==> src/rtl/panel_write_arbiter.sv <==
// Two-requester pixel write arbiter for the shared panel control bus.
// Optional clear sequencer is built when PANEL_ARB_CLEAR_EN is defined.
module panel_write_arbiter #(
    parameter int NUM_PANELS = 4,
    parameter int PIXELS     = 4096
) (
    input  logic        display_clock,
    input  logic        display_reset_n,
    input  logic        s0_valid,
    output logic        s0_ready,
    input  logic [7:0]  s0_panel,
    input  logic [15:0] s0_addr,
    input  logic [15:0] s0_data,
    input  logic        s0_last,
    input  logic        s1_valid,
    output logic        s1_ready,
    input  logic [7:0]  s1_panel,
    input  logic [15:0] s1_addr,
    input  logic [15:0] s1_data,
    input  logic        s1_last,
`ifdef PANEL_ARB_CLEAR_EN
    input  logic        clear_start,
    input  logic [15:0] clear_color,
    output logic        clear_busy,
    output logic        clear_done,
`endif
    output logic [7:0]  ctrl_en,
    output logic [15:0] ctrl_addr,
    output logic [15:0] ctrl_wdat,
    output logic [15:0] drop_count
);

    typedef enum logic [1:0] {
        IDLE,
        GRANT0,
        GRANT1
`ifdef PANEL_ARB_CLEAR_EN
        , CLEAR
`endif
    } state_t;

    localparam logic [7:0]  MAX_PANEL = 8'(NUM_PANELS);
    localparam logic [16:0] PIX_LIMIT = 17'(PIXELS);

    state_t state;
    logic   last_served;

    logic s0_ok;
    logic s1_ok;
    logic s0_take;
    logic s1_take;
    logic drop;

    assign s0_ok = (s0_panel != 8'd0) && (s0_panel <= MAX_PANEL)
                   && ({1'b0, s0_addr} < PIX_LIMIT);
    assign s1_ok = (s1_panel != 8'd0) && (s1_panel <= MAX_PANEL)
                   && ({1'b0, s1_addr} < PIX_LIMIT);

    assign s0_take = s0_valid && s0_ready;
    assign s1_take = s1_valid && s1_ready;
    assign drop    = (s0_take && !s0_ok) || (s1_take && !s1_ok);

`ifdef PANEL_ARB_CLEAR_EN
    localparam logic [15:0] LAST_ADDR = 16'(PIXELS - 1);

    logic        clear_pend;
    logic [15:0] clear_col_q;
    logic [7:0]  clr_panel;
    logic [15:0] clr_addr;
    logic        clear_take;
    logic        clear_req;
    logic [15:0] clear_fill;
    logic        clr_wrap;
    logic        clr_final;
    logic [7:0]  nxt_panel;
    logic [15:0] nxt_addr;

    // A start arriving in IDLE itself is honoured without the pending hop
    assign clear_take = clear_start && !clear_pend && !clear_busy;
    assign clear_req  = clear_pend || clear_take;
    assign clear_fill = clear_pend ? clear_col_q : clear_color;

    assign clr_wrap  = clr_addr == LAST_ADDR;
    assign clr_final = clr_wrap && (clr_panel == MAX_PANEL);
    assign nxt_panel = clr_wrap ? clr_panel + 8'd1 : clr_panel;
    assign nxt_addr  = clr_wrap ? 16'd0 : clr_addr + 16'd1;
`endif

    always_ff @(posedge display_clock) begin
        if (!display_reset_n) begin
            state       <= IDLE;
            last_served <= 1'b1;
            s0_ready    <= 1'b0;
            s1_ready    <= 1'b0;
            ctrl_en     <= 8'd0;
            ctrl_addr   <= 16'd0;
            ctrl_wdat   <= 16'd0;
            drop_count  <= 16'd0;
`ifdef PANEL_ARB_CLEAR_EN
            clear_pend  <= 1'b0;
            clear_col_q <= 16'd0;
            clr_panel   <= 8'd0;
            clr_addr    <= 16'd0;
            clear_busy  <= 1'b0;
            clear_done  <= 1'b0;
`endif
        end else begin
            ctrl_en <= 8'd0;
            if (drop && drop_count != 16'hFFFF) begin
                drop_count <= drop_count + 16'd1;
            end
`ifdef PANEL_ARB_CLEAR_EN
            clear_done <= 1'b0;
            if (clear_take) begin
                clear_pend  <= 1'b1;
                clear_col_q <= clear_color;
            end
`endif
            unique case (state)
                IDLE: begin
`ifdef PANEL_ARB_CLEAR_EN
                    if (clear_req) begin
                        state       <= CLEAR;
                        clear_pend  <= 1'b0;
                        clear_busy  <= 1'b1;
                        clear_col_q <= clear_fill;
                        clr_panel   <= 8'd1;
                        clr_addr    <= 16'd0;
                        ctrl_en     <= 8'd1;
                        ctrl_addr   <= 16'd0;
                        ctrl_wdat   <= clear_fill;
                    end else
`endif
                    if (s0_valid && (!s1_valid || last_served)) begin
                        state    <= GRANT0;
                        s0_ready <= 1'b1;
                    end else if (s1_valid) begin
                        state    <= GRANT1;
                        s1_ready <= 1'b1;
                    end
                end
                GRANT0: begin
                    if (s0_take) begin
                        if (s0_ok) begin
                            ctrl_en   <= s0_panel;
                            ctrl_addr <= s0_addr;
                            ctrl_wdat <= s0_data;
                        end
                        if (s0_last) begin
                            state       <= IDLE;
                            s0_ready    <= 1'b0;
                            last_served <= 1'b0;
                        end
                    end
                end
                GRANT1: begin
                    if (s1_take) begin
                        if (s1_ok) begin
                            ctrl_en   <= s1_panel;
                            ctrl_addr <= s1_addr;
                            ctrl_wdat <= s1_data;
                        end
                        if (s1_last) begin
                            state       <= IDLE;
                            s1_ready    <= 1'b0;
                            last_served <= 1'b1;
                        end
                    end
                end
`ifdef PANEL_ARB_CLEAR_EN
                CLEAR: begin
                    if (clr_final) begin
                        state      <= IDLE;
                        clear_busy <= 1'b0;
                        clear_done <= 1'b1;
                    end else begin
                        clr_panel <= nxt_panel;
                        clr_addr  <= nxt_addr;
                        ctrl_en   <= nxt_panel;
                        ctrl_addr <= nxt_addr;
                        ctrl_wdat <= clear_col_q;
                    end
                end
`endif
                default: begin
                    state    <= IDLE;
                    s0_ready <= 1'b0;
                    s1_ready <= 1'b0;
                end
            endcase
        end
    end

endmodule
==> config.mk <==
export PLATFORM = sky130hd
export DESIGN_NAME = panel_write_arbiter
export DESIGN_NICKNAME = d
export VERILOG_FILES = /design/src/rtl/panel_write_arbiter.sv
export SDC_FILE = /design/constraint.sdc
export NUM_CORES = 1
export LEC_CHECK = 0
export CAP_MARGIN = 10
export CORE_MARGIN = 8
export CORE_UTILIZATION = 37
export CTS_CLUSTER_DIAMETER = 50
export DETAILED_ROUTE_END_ITERATION = 7
export HOLD_SLACK_MARGIN = 0.12
export PLACE_DENSITY = 0.75
export SLEW_MARGIN = 15
export SYNTH_ARGS = -nofsm -noshare
export SYNTH_HDL_FRONTEND = slang
export SYNTH_SLANG_ARGS = --single-unit
==> constraint.sdc <==
create_clock -name display_clock -period 1.9 [get_ports display_clock]
set_input_delay 0.38 -clock display_clock [delete_from_list [all_inputs] [get_ports display_clock]]
set_output_delay 0.38 -clock display_clock [all_outputs]
set_load 0.05 [all_outputs]
== After elaboration in Yosys (flattened, before gate mapping) ==
Cells that the tools add are included.

* Register bits: 61
* Input bits: 86
* Output and inout port bits: 58

* $add $sub $neg: 1
* Magnitude comparators: 4
* Equality and inequality tests: 13
* Muxes and demuxes: 34
* Bitwise operators: 2
* Reductions and logical operators: 24

{| class="wikitable"
|+ Operators with widths
! operator !! count
|-
| $mux 16 || 8
|-
| $pmux 16 s2 || 2
|-
| $lt 16x13->1 const B || 2
|-
| $mux 8 || 4
|-
| $reduce_and 5->1 || 4
|-
| $ne 2x2->1 const B || 9
|-
| $add 16x1->16 const B || 1
|-
| $le 8x3->1 const B || 2
|-
| $ne 16x16->1 const B || 1
|-
| $pmux 8 s2 || 1
|-
| $reduce_bool 8->1 || 2
|-
| $mux 2 || 6
|-
| $logic_and 1x1->1 || 10
|-
| $mux 1 || 9
|-
| $pmux 1 s3 || 2
|-
| $pmux 2 s3 || 1
|-
| $reduce_and 4->1 || 1
|-
| $logic_not 1->1 || 3
|-
| $ne 3x3->1 const B || 1
|-
| $eq 2x1->1 const B || 1
|-
| $eq 2x2->1 const B || 1
|-
| $logic_not 2->1 || 1
|-
| $logic_or 1x1->1 || 2
|-
| $not 1->1 || 2
|-
| other kinds (2) || 2
|}

== Longest topological paths before layout ==
Gate-level depths: netlist of run 1.

* Word-level depth: 7
* Depth in mapped cells: 10

== Least setup slack after synthesis of run 1 ==
Ideal clock, no wire load.

* Path kind: reg-to-reg
* Start: reg drop_count[0]
* End: reg drop_count[7]
* Library setup time: 0.130 ns
* Arrival time: 2.082 ns
* Data required time: 1.770 ns
* Path slack: -0.312 ns
* Cell stages (with the launch flop): 8
* Path buffers: 1
* Clock period less this slack: 2.212 ns
* Path through: dfxtp_1 > ha_1 > nand3_1 > nor4_2 > nand4_1 > buf_2 > nor4b_1 > mux2i_1

* Word-level cells in the longest chain between the ends: 2
* Elaborated cells between the ends (all ways): 3
* Those cells by class: 1 x add/sub; 1 x eq/ne; 1 x reduce/logical

{| class="wikitable"
|+ RTL lines
! item !! RTL line !! source
|-
| from (decl) || 30 || <nowiki>output logic [15:0] drop_count</nowiki>
|-
| from (signal assigned) || 110 || <nowiki>drop_count <= drop_count + 16'd1;</nowiki>
|-
| branches (longest 2 deep; another with $add 16x1->16) || - ||
|}

Several ways; the timed one is not identified.
A chain may end at the register's enable or synchronous reset.

== Worst setup path after layout of run 1 ==
* Start: reg drop_count[1]
* End: reg drop_count[10]

Same word-level chain as after synthesis.

==> results.toml, run 1 <==
[cts]
clk-insertion-delay-late_ps = 320
cts_hold_buffers = 0
root_buffer = "clkbuf_8"
clk_pin_slew_ps = 70
numCtsBuffers = 9
cts_buffer_depth = 2
cts_tree = "done"
cts_max_level = 3
clock_sinks = 61

[critical_path]
required_ps = 2160
path_max_fanout = 5
worstPathArrival_ps = 2180
start_kind = "flop"
r2r_start = "drop_count[1]"
ff2ff_setup_slack_ps = -20
reg2reg_depth = 7
r2r-end = "drop_count[10]"
worstSetupPathType = "flop to flop"
end_kind = "flop"

[timing]
fmax_ghz = 0.520
worstMarginPinSlew_ps = 528
relSlewSlack_pct = 64.8
fin_crit_ps = 1920
finalSetupTns_ps = -26.4
finalWorstSetupSlack_ps = -22.5
slew_violations = 0
clock_skew_ps = 6.20
report.final.setup_viol = 2
rsz0062_at_grt = "yes"
whs_ps = 476
finalHoldViolations = 0
fin_crit_sh_pct = 101

[synthesis]
synth_ff_type = "dfxtp_1"
synth_cell_types = 42
yosysMostFrequentCell = "dfxtp_1"
yosysTopAreaCell = "dfxtp_1"
synth-edff-count = 0
avgSynthCellArea_um2 = 9.42
async_flop_share_pct = 0
ys_seq_area_share_pct = 41.3
netlist_top_cells_area = "dfxtp_1, a211oi_2, mux2i_1, nor2_1, nand2_1"
ys_seq_elements = 61
synth_top_area_share_pct = 41.3
yosys_warnings = 0
syn_inst = 314
synth_area_um2 = 2960
synth_commonest_cells = "dfxtp_1, nor2_1, mux2i_1"

[floorplanning]
io_pins = 144
initial_core_util_pct = 38.3
die_h_um = 105
die_area_um2 = 11100
dieWidth_um = 105
rows = 32
core_um2 = 7730

[routing]
post-route-drc-count = 0
postRouteAntennaNets = 0
drt_iter0_markers = 204
routedWlPerCell_um = 17.2
drt-pass1-iter-count = 4
via_per_inst = 5.15
vias = 3146
finalWirelength_mm = 10.5

[global_routing]
grt_pass1_wl_mm = 16.3
antenna_found_initial = 0
grt_usage_pct = 17.7
grt_pass1_vias = 3195
grt_max_degree = 45
grt_overflow = 0

[cells_and_area]
num_antenna_cells = 0
stdcell_area_um2 = 5340
area_growth_pct = 80.5
n_fill_cell = 613
drive_above_1_share_pct = 34.8
fin_nets = 596

[place]
place_ws_ps = -554
place_area_um2 = 4590
port_buffers = 143
gp_congestion = 0.815
dp_hpwl_mm = 7.09

[worst_hold_path]
worstHoldStart = "ctrl_addr[14]"
worstHoldPathCells = 1
hold_class = "flop to flop"
hold_end = "ctrl_addr[14]"

[power_and_ir_drop]
ir_drop_mv = 0.632
powerDensity_nw_per_um2 = 1070
p_leak_nw = 2.20
total_power_w = 0.00572

[run]
drv_cap = 0

[run_status]
violations = "setup timing"
status = "finished with violations"
## state kept, by name, indices dropped and copies added, names as in the netlist
register / flops
ctrl_addr: 16
ctrl_wdat: 16
drop_count: 16
ctrl_en: 8
state: 2
last_served: 1
s0_ready: 1
s1_ready: 1
## metrics by stage
stage	std cells	utilization, %
6_report	611	69.1
3_3_place_gp	569	59.4
5_1_grt	611	69.1
3_5_place_dp	569	59.4
4_1_cts	607	67.3
2_1_floorplan	318	-
## cell type report
class                   instances  area (um2)  share of cell area, %
multi-input cells             229        1790                   33.4
clock inverters                 1        30.0                  0.562
clock buffers                  13         169                   3.16
well taps                     102         128                   2.39
flip-flops and latches         61        1240                   23.2
inverters                       7        26.3                  0.492
repair buffers                198        1970                   36.8
## per-layer routing
layer,global-route usage (%),vias up,share of wire [%]
met2,33.1,107,54
li1,-,1516,-
met5,0,-,0
met4,3.77,0,0.58
met1,19.3,1517,38
met3,5.05,6,6.7
## cell usage in the layout, fill, tap and decap left out, types with 6 or more instances in the layout
cell type        instances
dfxtp_1                 52
nand3_1                  9
nor3_1                   6
dlygate4sd2_1            9
a21oi_1                  8
nand2_1                 19
nand2b_1                 6
nor2_1                  36
buf_6                    9
nand4_1                  6
mux2i_1                 34
buf_4                   74
o21ai_0                  7
dlymetal6s2s_1          13
a211oi_2                28
dfxtp_2                  7
clkbuf_8                12
clkdlybuf4s50_1         76
or3_1                    6
## kinds of logic (layout without fill, tap and decap cells)
logic type	Yosys count	count (layout)	share of synthesized area (%)
simple gates	120	120	20.4
xor+xnor	2	2	0.592
buf+inv	28	219	4.99
other cells	1	5	0.127
mux	34	34	11.5
compound gates	64	64	19.5
fa+ha+maj	4	4	1.69
flops	61	61	41.3
## worst max path at each step
stage | start | slack [ps] | depth (start not counted) | endpoint
3_5_place_dp | s0_panel[4] | -550 | 7 | ctrl_wdat[8]
4_1_cts | ctrl_wdat[8] | 3 | 1 | ctrl_wdat[8]
5_1_grt | drop_count[1] | -90 | 7 | drop_count[10]
3_3_place_gp | s0_addr[14] | -500 | 8 | ctrl_addr[8]
6_report | drop_count[1] | -20 | 7 | drop_count[10]
2_1_floorplan | drop_count[0] | 5 | 7 | drop_count[7]
## critical path, cell delays in order (launching register included)
cell	delay (ps)
dfxtp_4	360
ha_1	240
nand3_2	130
nor4_4	50
nand4_1	160
nand4_1	210
or4_1	570
a21oi_2	150
## what timing repair did
| action | in CTS | in global routing |
|---|---|---|
| resized for setup | 51 | 40 |
| pin swaps | 28 | 25 |
| buffers inserted | 19 | 4 |
| endpoints found under the setup margin | 48 | 54 |
| gates cloned | 5 | 1 |
## where the power goes
| group | internal [W] | switching, W |
|---|---|---|
| Sequential | 0.00149 | 0.000134 |
| Clock | 0.000701 | 0.000490 |
| Combinational | 0.00129 | 0.00161 |
| Total | 0.00348 | 0.00224 |
Power figures use the tool's default switching activity.
==> inputs of run 2 (changes only) <==
Settings changed: RECOVER_POWER from default to 100.
==> run 2 against run 1 <==
- the run still ends with setup timing left
- die area unchanged
- maximum frequency down 1.2%
- largest cell class unchanged
- final area down 2.2%
- combinational power shrank 3%
- highest routed layer unchanged
- hold slack got worse by 2.3 ps
- flip-flop and latch count stayed put
- sequential power hardly changed
- wire length shrank 0.33%
- non-clock buffer count is the same
- total power fell by 1.8%
- clock power about the same
- clock skew about the same
==> results.toml, run 2 (synthesis results as in run 1) <==
[run_status]
status = "finished with violations"
violations = "setup timing"

[timing]
clock_skew_ps = 5.98
finalHoldViolations = 0
fin_crit_sh_pct = 102
rsz0062_at_grt = "yes"
fin_crit_ps = 1950
finalWorstSetupSlack_ps = -45.0
worstMarginPinSlew_ps = 663
slew_violations = 0
fmax_ghz = 0.514
report.final.setup_viol = 1
finalSetupTns_ps = -45.0
whs_ps = 473
relSlewSlack_pct = 56.0

[cells_and_area]
reg_top3 = "ctrl_addr: 16 flops, ctrl_wdat: 16 flops, drop_count: 16 flops"
stdcell_area_um2 = 5220
area_growth_pct = 76.5
layout_common_cells = "clkdlybuf4s50_1, dfxtp_1, buf_4, nor2_1, mux2i_1"
drive_above_1_share_pct = 28.5
final_common_cell = "clkdlybuf4s50_1"
num_antenna_cells = 0
fin_nets = 596

[routing]
vias = 3118
drt-pass1-iter-count = 4
drt_iter0_markers = 212
routedWlPerCell_um = 17.1
finalWirelength_mm = 10.4
via_per_inst = 5.10
postRouteAntennaNets = 0
post-route-drc-count = 0

[critical_path]
crit_path_top_delay_cell = "or4_1"
cp_common_cell = "nand4_1"
worstPathArrival_ps = 2210
worstSetupPathType = "flop to flop"
cp.buffers_inverters = 0
path_max_fanout = 5
path_cells = "ha_1, nand3_2, nor4_4, nand4_1, nand4_1, or4_1, a21oi_2"
critPathMaxStageDelay_ps = 570
critPathTopFamily = "simple AND/OR/NAND/NOR gates"
required_ps = 2160
start_kind = "flop"
end_kind = "flop"

[power_and_ir_drop]
powerDensity_nw_per_um2 = 1080
p_sw_w = 0.00223
p_seq_share_pct = 28.8
p_leak_nw = 2.06
ir_drop_mv = 0.633
swShare_pct = 39.6
internal_power_w = 0.00339
total_power_w = 0.00562
clkPwrFrac_pct = 21.1
comb_power_share_pct = 50.0

[cts]
clk_pin_slew_ps = 70
cts_hold_buffers = 0
numCtsBuffers = 9
cts_tree = "done"
cts_max_level = 3
cts_buffer_depth = 2
clock_sinks = 61
clk-insertion-delay-late_ps = 320
root_buffer = "clkbuf_8"

[global_routing]
grt_pass1_vias = 3195
grt_overflow = 0
grt_max_degree = 45
grt_pass1_wl_mm = 16.3
antenna_found_initial = 0
grt_usage_pct = 17.7

[floorplanning]
die_h_um = 105
rows = 32
initial_core_util_pct = 38.3
dieWidth_um = 105
die_area_um2 = 11100
io_pins = 144
core_um2 = 7730

[place]
place_ws_ps = -554
port_buffers = 143
dp_hpwl_mm = 7.09
gp_congestion = 0.815
place_area_um2 = 4590

[worst_hold_path]
hold_class = "flop to flop"

[run]
drv_cap = 0
==> run 2: cell count changes in the layout (fill, tap and decap cells not counted) <==
cell	delta
buf_4	-32
clkbuf_1	+32
==> run 2: worst register-to-register path: cells and delay by family, from the launching register on <==
kind	cells	cell delay, ps
compound gates	1	150
fa+ha+maj	1	240
flops	1	360
simple gates	5	1130
==> run 2: timing repair <==
item                                    CTS  global route
pin swaps                                28            25
gates resized for setup                  51            40
cloned                                    5             1
setup buffers                            19             4
endpoints found under the setup margin   48            54
==> run 2: per-layer routing <==
layer | vias to the layer above | global-route usage (%) | part of all wire, %
li1 | 1512 | - | -
met1 | 1485 | 19.3 | 38
met2 | 115 | 33.1 | 54
met3 | 6 | 5.05 | 6.9
met4 | 0 | 3.77 | 0.58
met5 | - | 0 | 0
==> run 2: layout make-up <==
| cell class | count | area (um2) |
|---|---|---|
| well taps | 102 | 128 |
| clock inverters | 1 | 30.0 |
| flip-flops and latches | 61 | 1240 |
| multi-input cells | 229 | 1790 |
| inverters | 7 | 26.3 |
| repair buffers | 198 | 1850 |
| clock buffers | 13 | 169 |
| fillers | 648 | 2500 |
==> run 2: worst paths after layout <==
| check | from | end | slack (ps) | cells past startpoint |
|---|---|---|---|---|
| setup / recovery | drop_count[1] | drop_count[10] | -50 | 7 |
| hold / removal | ctrl_addr[14] | ctrl_addr[14] | 470 | 1 |
| setup reg to reg | drop_count[1] | drop_count[10] | -50 | 7 |
| hold reg to reg | ctrl_addr[14] | ctrl_addr[14] | 470 | 1 |
==> run 2: power groups by stage <==
stage / combinational (W) / clock, W / sequential [W]
after floorplan: 0.000993 / 0 / 0.00225
after global placement: 0.00237 / 0 / 0.00163
after detailed placement: 0.00243 / 0 / 0.00163
after CTS: 0.00286 / 0.00121 / 0.00161
after global routing: 0.00298 / 0.00127 / 0.00165
final: 0.00281 / 0.00119 / 0.00162
==> run 2: stage by stage <==
stage               utilization [%]  cells
finish                         67.6    611
floorplan                         -    318
detailed placement             59.4    569
CTS                            67.3    607
global route                   67.6    611
global placement               59.4    569
==> inputs of run 3 (changes only) <==
Settings changed: CORE_MARGIN 8 to default.
==> run 3 against run 2 <==
- the run still ends with setup timing left
- total power up 3.8%
- sequential share of layout area down 1.1 points
- final area up 5.7%
- die area down 25%
==> results.toml, run 3 (synthesis results as in run 1) <==
[cells_and_area]
drive_above_1_share_pct = 33.4
stdcell_area_um2 = 5520
reg_top3 = "ctrl_addr: 16 flops, ctrl_wdat: 16 flops, drop_count: 16 flops"
final_util_pct = 71.4
fin_nets = 612
num_antenna_cells = 0
layout_common_cells = "clkdlybuf4s50_1, dfxtp_1, buf_4, mux2i_1, nor2_1"
final_common_cell = "clkdlybuf4s50_1"
area_growth_pct = 86.5

[run]
drv_cap = 0

[cts]
clk-insertion-delay-late_ps = 330
root_buffer = "clkbuf_8"
numCtsBuffers = 9
clk_pin_slew_ps = 70
clock_sinks = 61
cts_hold_buffers = 0
cts_max_level = 3
cts_tree = "done"
cts_buffer_depth = 2

[critical_path]
startpoint = "drop_count[0]"
path_max_fanout = 5
endpoint = "drop_count[10]"
end_kind = "flop"
cp.buffers_inverters = 1
ff2ff_setup_slack_ps = -10
start_kind = "flop"
worst-path-stages = 8
worstPathArrival_ps = 2180
reg2reg_depth = 8
critPathTopFamily = "simple AND/OR/NAND/NOR gates"
crit_path_top_delay_cell = "or4_4"
required_ps = 2170
path_cells = "ha_4, nand3_4, nor4_4, nand4_1, nand4_1, buf_4, or4_4, a21oi_2"
r2r_start = "drop_count[0]"
r2r-end = "drop_count[10]"
cp_common_cell = "nand4_1"
critPathMaxStageDelay_ps = 410
worstSetupPathType = "flop to flop"

[routing]
vias = 3264
via_per_inst = 5.19
drt-pass1-iter-count = 4
postRouteAntennaNets = 0
finalWirelength_mm = 10.4
post-route-drc-count = 0
drt_iter0_markers = 173
routedWlPerCell_um = 16.5

[timing]
relSlewSlack_pct = 56.6
fin_crit_ps = 1910
rsz0062_at_grt = "yes"
slew_violations = 0
fin_crit_sh_pct = 101
finalWorstSetupSlack_ps = -12.7
finalHoldViolations = 0
report.final.setup_viol = 1
fmax_ghz = 0.523
worstMarginPinSlew_ps = 653
clock_skew_ps = 8.73

[power_and_ir_drop]
total_power_w = 0.00583
ir_drop_mv = 0.707
powerDensity_nw_per_um2 = 1060
p_leak_nw = 2.28

[place]
gp_congestion = 0.841
place_area_um2 = 4660
dp_hpwl_mm = 6.17
port_buffers = 143

[global_routing]
grt_pass1_wl_mm = 16.2
antenna_found_initial = 0
grt_max_degree = 45
grt_pass1_vias = 3291
grt_overflow = 0
grt_usage_pct = 24.7

[run_status]
violations = "setup timing"
status = "finished with violations"

[floorplanning]
dieWidth_um = 91.4
rows = 32
io_pins = 144
die_h_um = 91.4
initial_core_util_pct = 38.3
die_area_um2 = 8360
core_um2 = 7730

[worst_hold_path]
hold_class = "primary input to flop"
[run 3: cell types whose count changed in the layout (fill, tap and decap cells not counted), sizes merged]
cell	change
buf	+16
clkbuf	-10
clkdlybuf4s15	+5
dlygate4sd2	+5
dlymetal6s2s	+3
bufinv	-1
[run 3: how the worst min path moves through the flow]
stage	slack, ps	startpoint	depth (start not counted)	endpoint
2_1_floorplan	430	last_served	2	last_served
3_3_place_gp	460	ctrl_addr[12]	1	ctrl_addr[12]
3_5_place_dp	470	ctrl_addr[13]	1	ctrl_addr[13]
4_1_cts	470	s0_panel[2]	3	ctrl_en[2]
5_1_grt	470	s0_panel[0]	4	ctrl_en[0]
6_report	450	s1_panel[0]	4	ctrl_en[0]
[run 3: final cells by class]
class / instances / area (um2)
repair buffers: 214 / 2070
flip-flops and latches: 61 / 1240
clock buffers: 16 / 190
multi-input cells: 229 / 1850
well taps: 102 / 128
inverters: 7 / 31.3
fillers: 586 / 2210
[run 3: worst min-delay path: stages]
cell and delay [ps]:
buf_2 120, buf_4 110, a22oi_1 60, nor2_1 80
[run 3: per-stage QoR]
stage	hold WS, ps	instances	setup TNS [ps]	setup WS [ps]
after global placement	459	575	-19720	-444
after detailed placement	466	575	-25750	-584
after floorplan	434	318	0	5.20
final	449	629	-12.7	-12.7
after CTS	466	625	-71.1	-43.3
after global routing	470	629	-951	-98.7
[run 3: what timing repair did]
action	4_1_cts	5_1_grt
gates resized for setup	107	59
pin swaps	25	33
gates cloned	7	1
setup endpoints to repair	53	60
setup buffers	27	9
[run 3: where the power goes]
part	leakage (nW)	total, W	switching [W]	internal [W]
Combinational	1.68	0.00307	0.00168	0.00139
Clock	0.0970	0.00111	0.000487	0.000620
Sequential	0.504	0.00165	0.000158	0.00150
Total	2.28	0.00583	0.00233	0.00351
[run 3: per-layer routing]
metal  GRT usage [%]  vias up  share of wire [%]
li1                -     1545                  -
met3            4.44       10                5.6
met1            29.3     1587                 39
met4            11.2        0                1.2
met2            43.0      122                 54
met5               0        -                  0
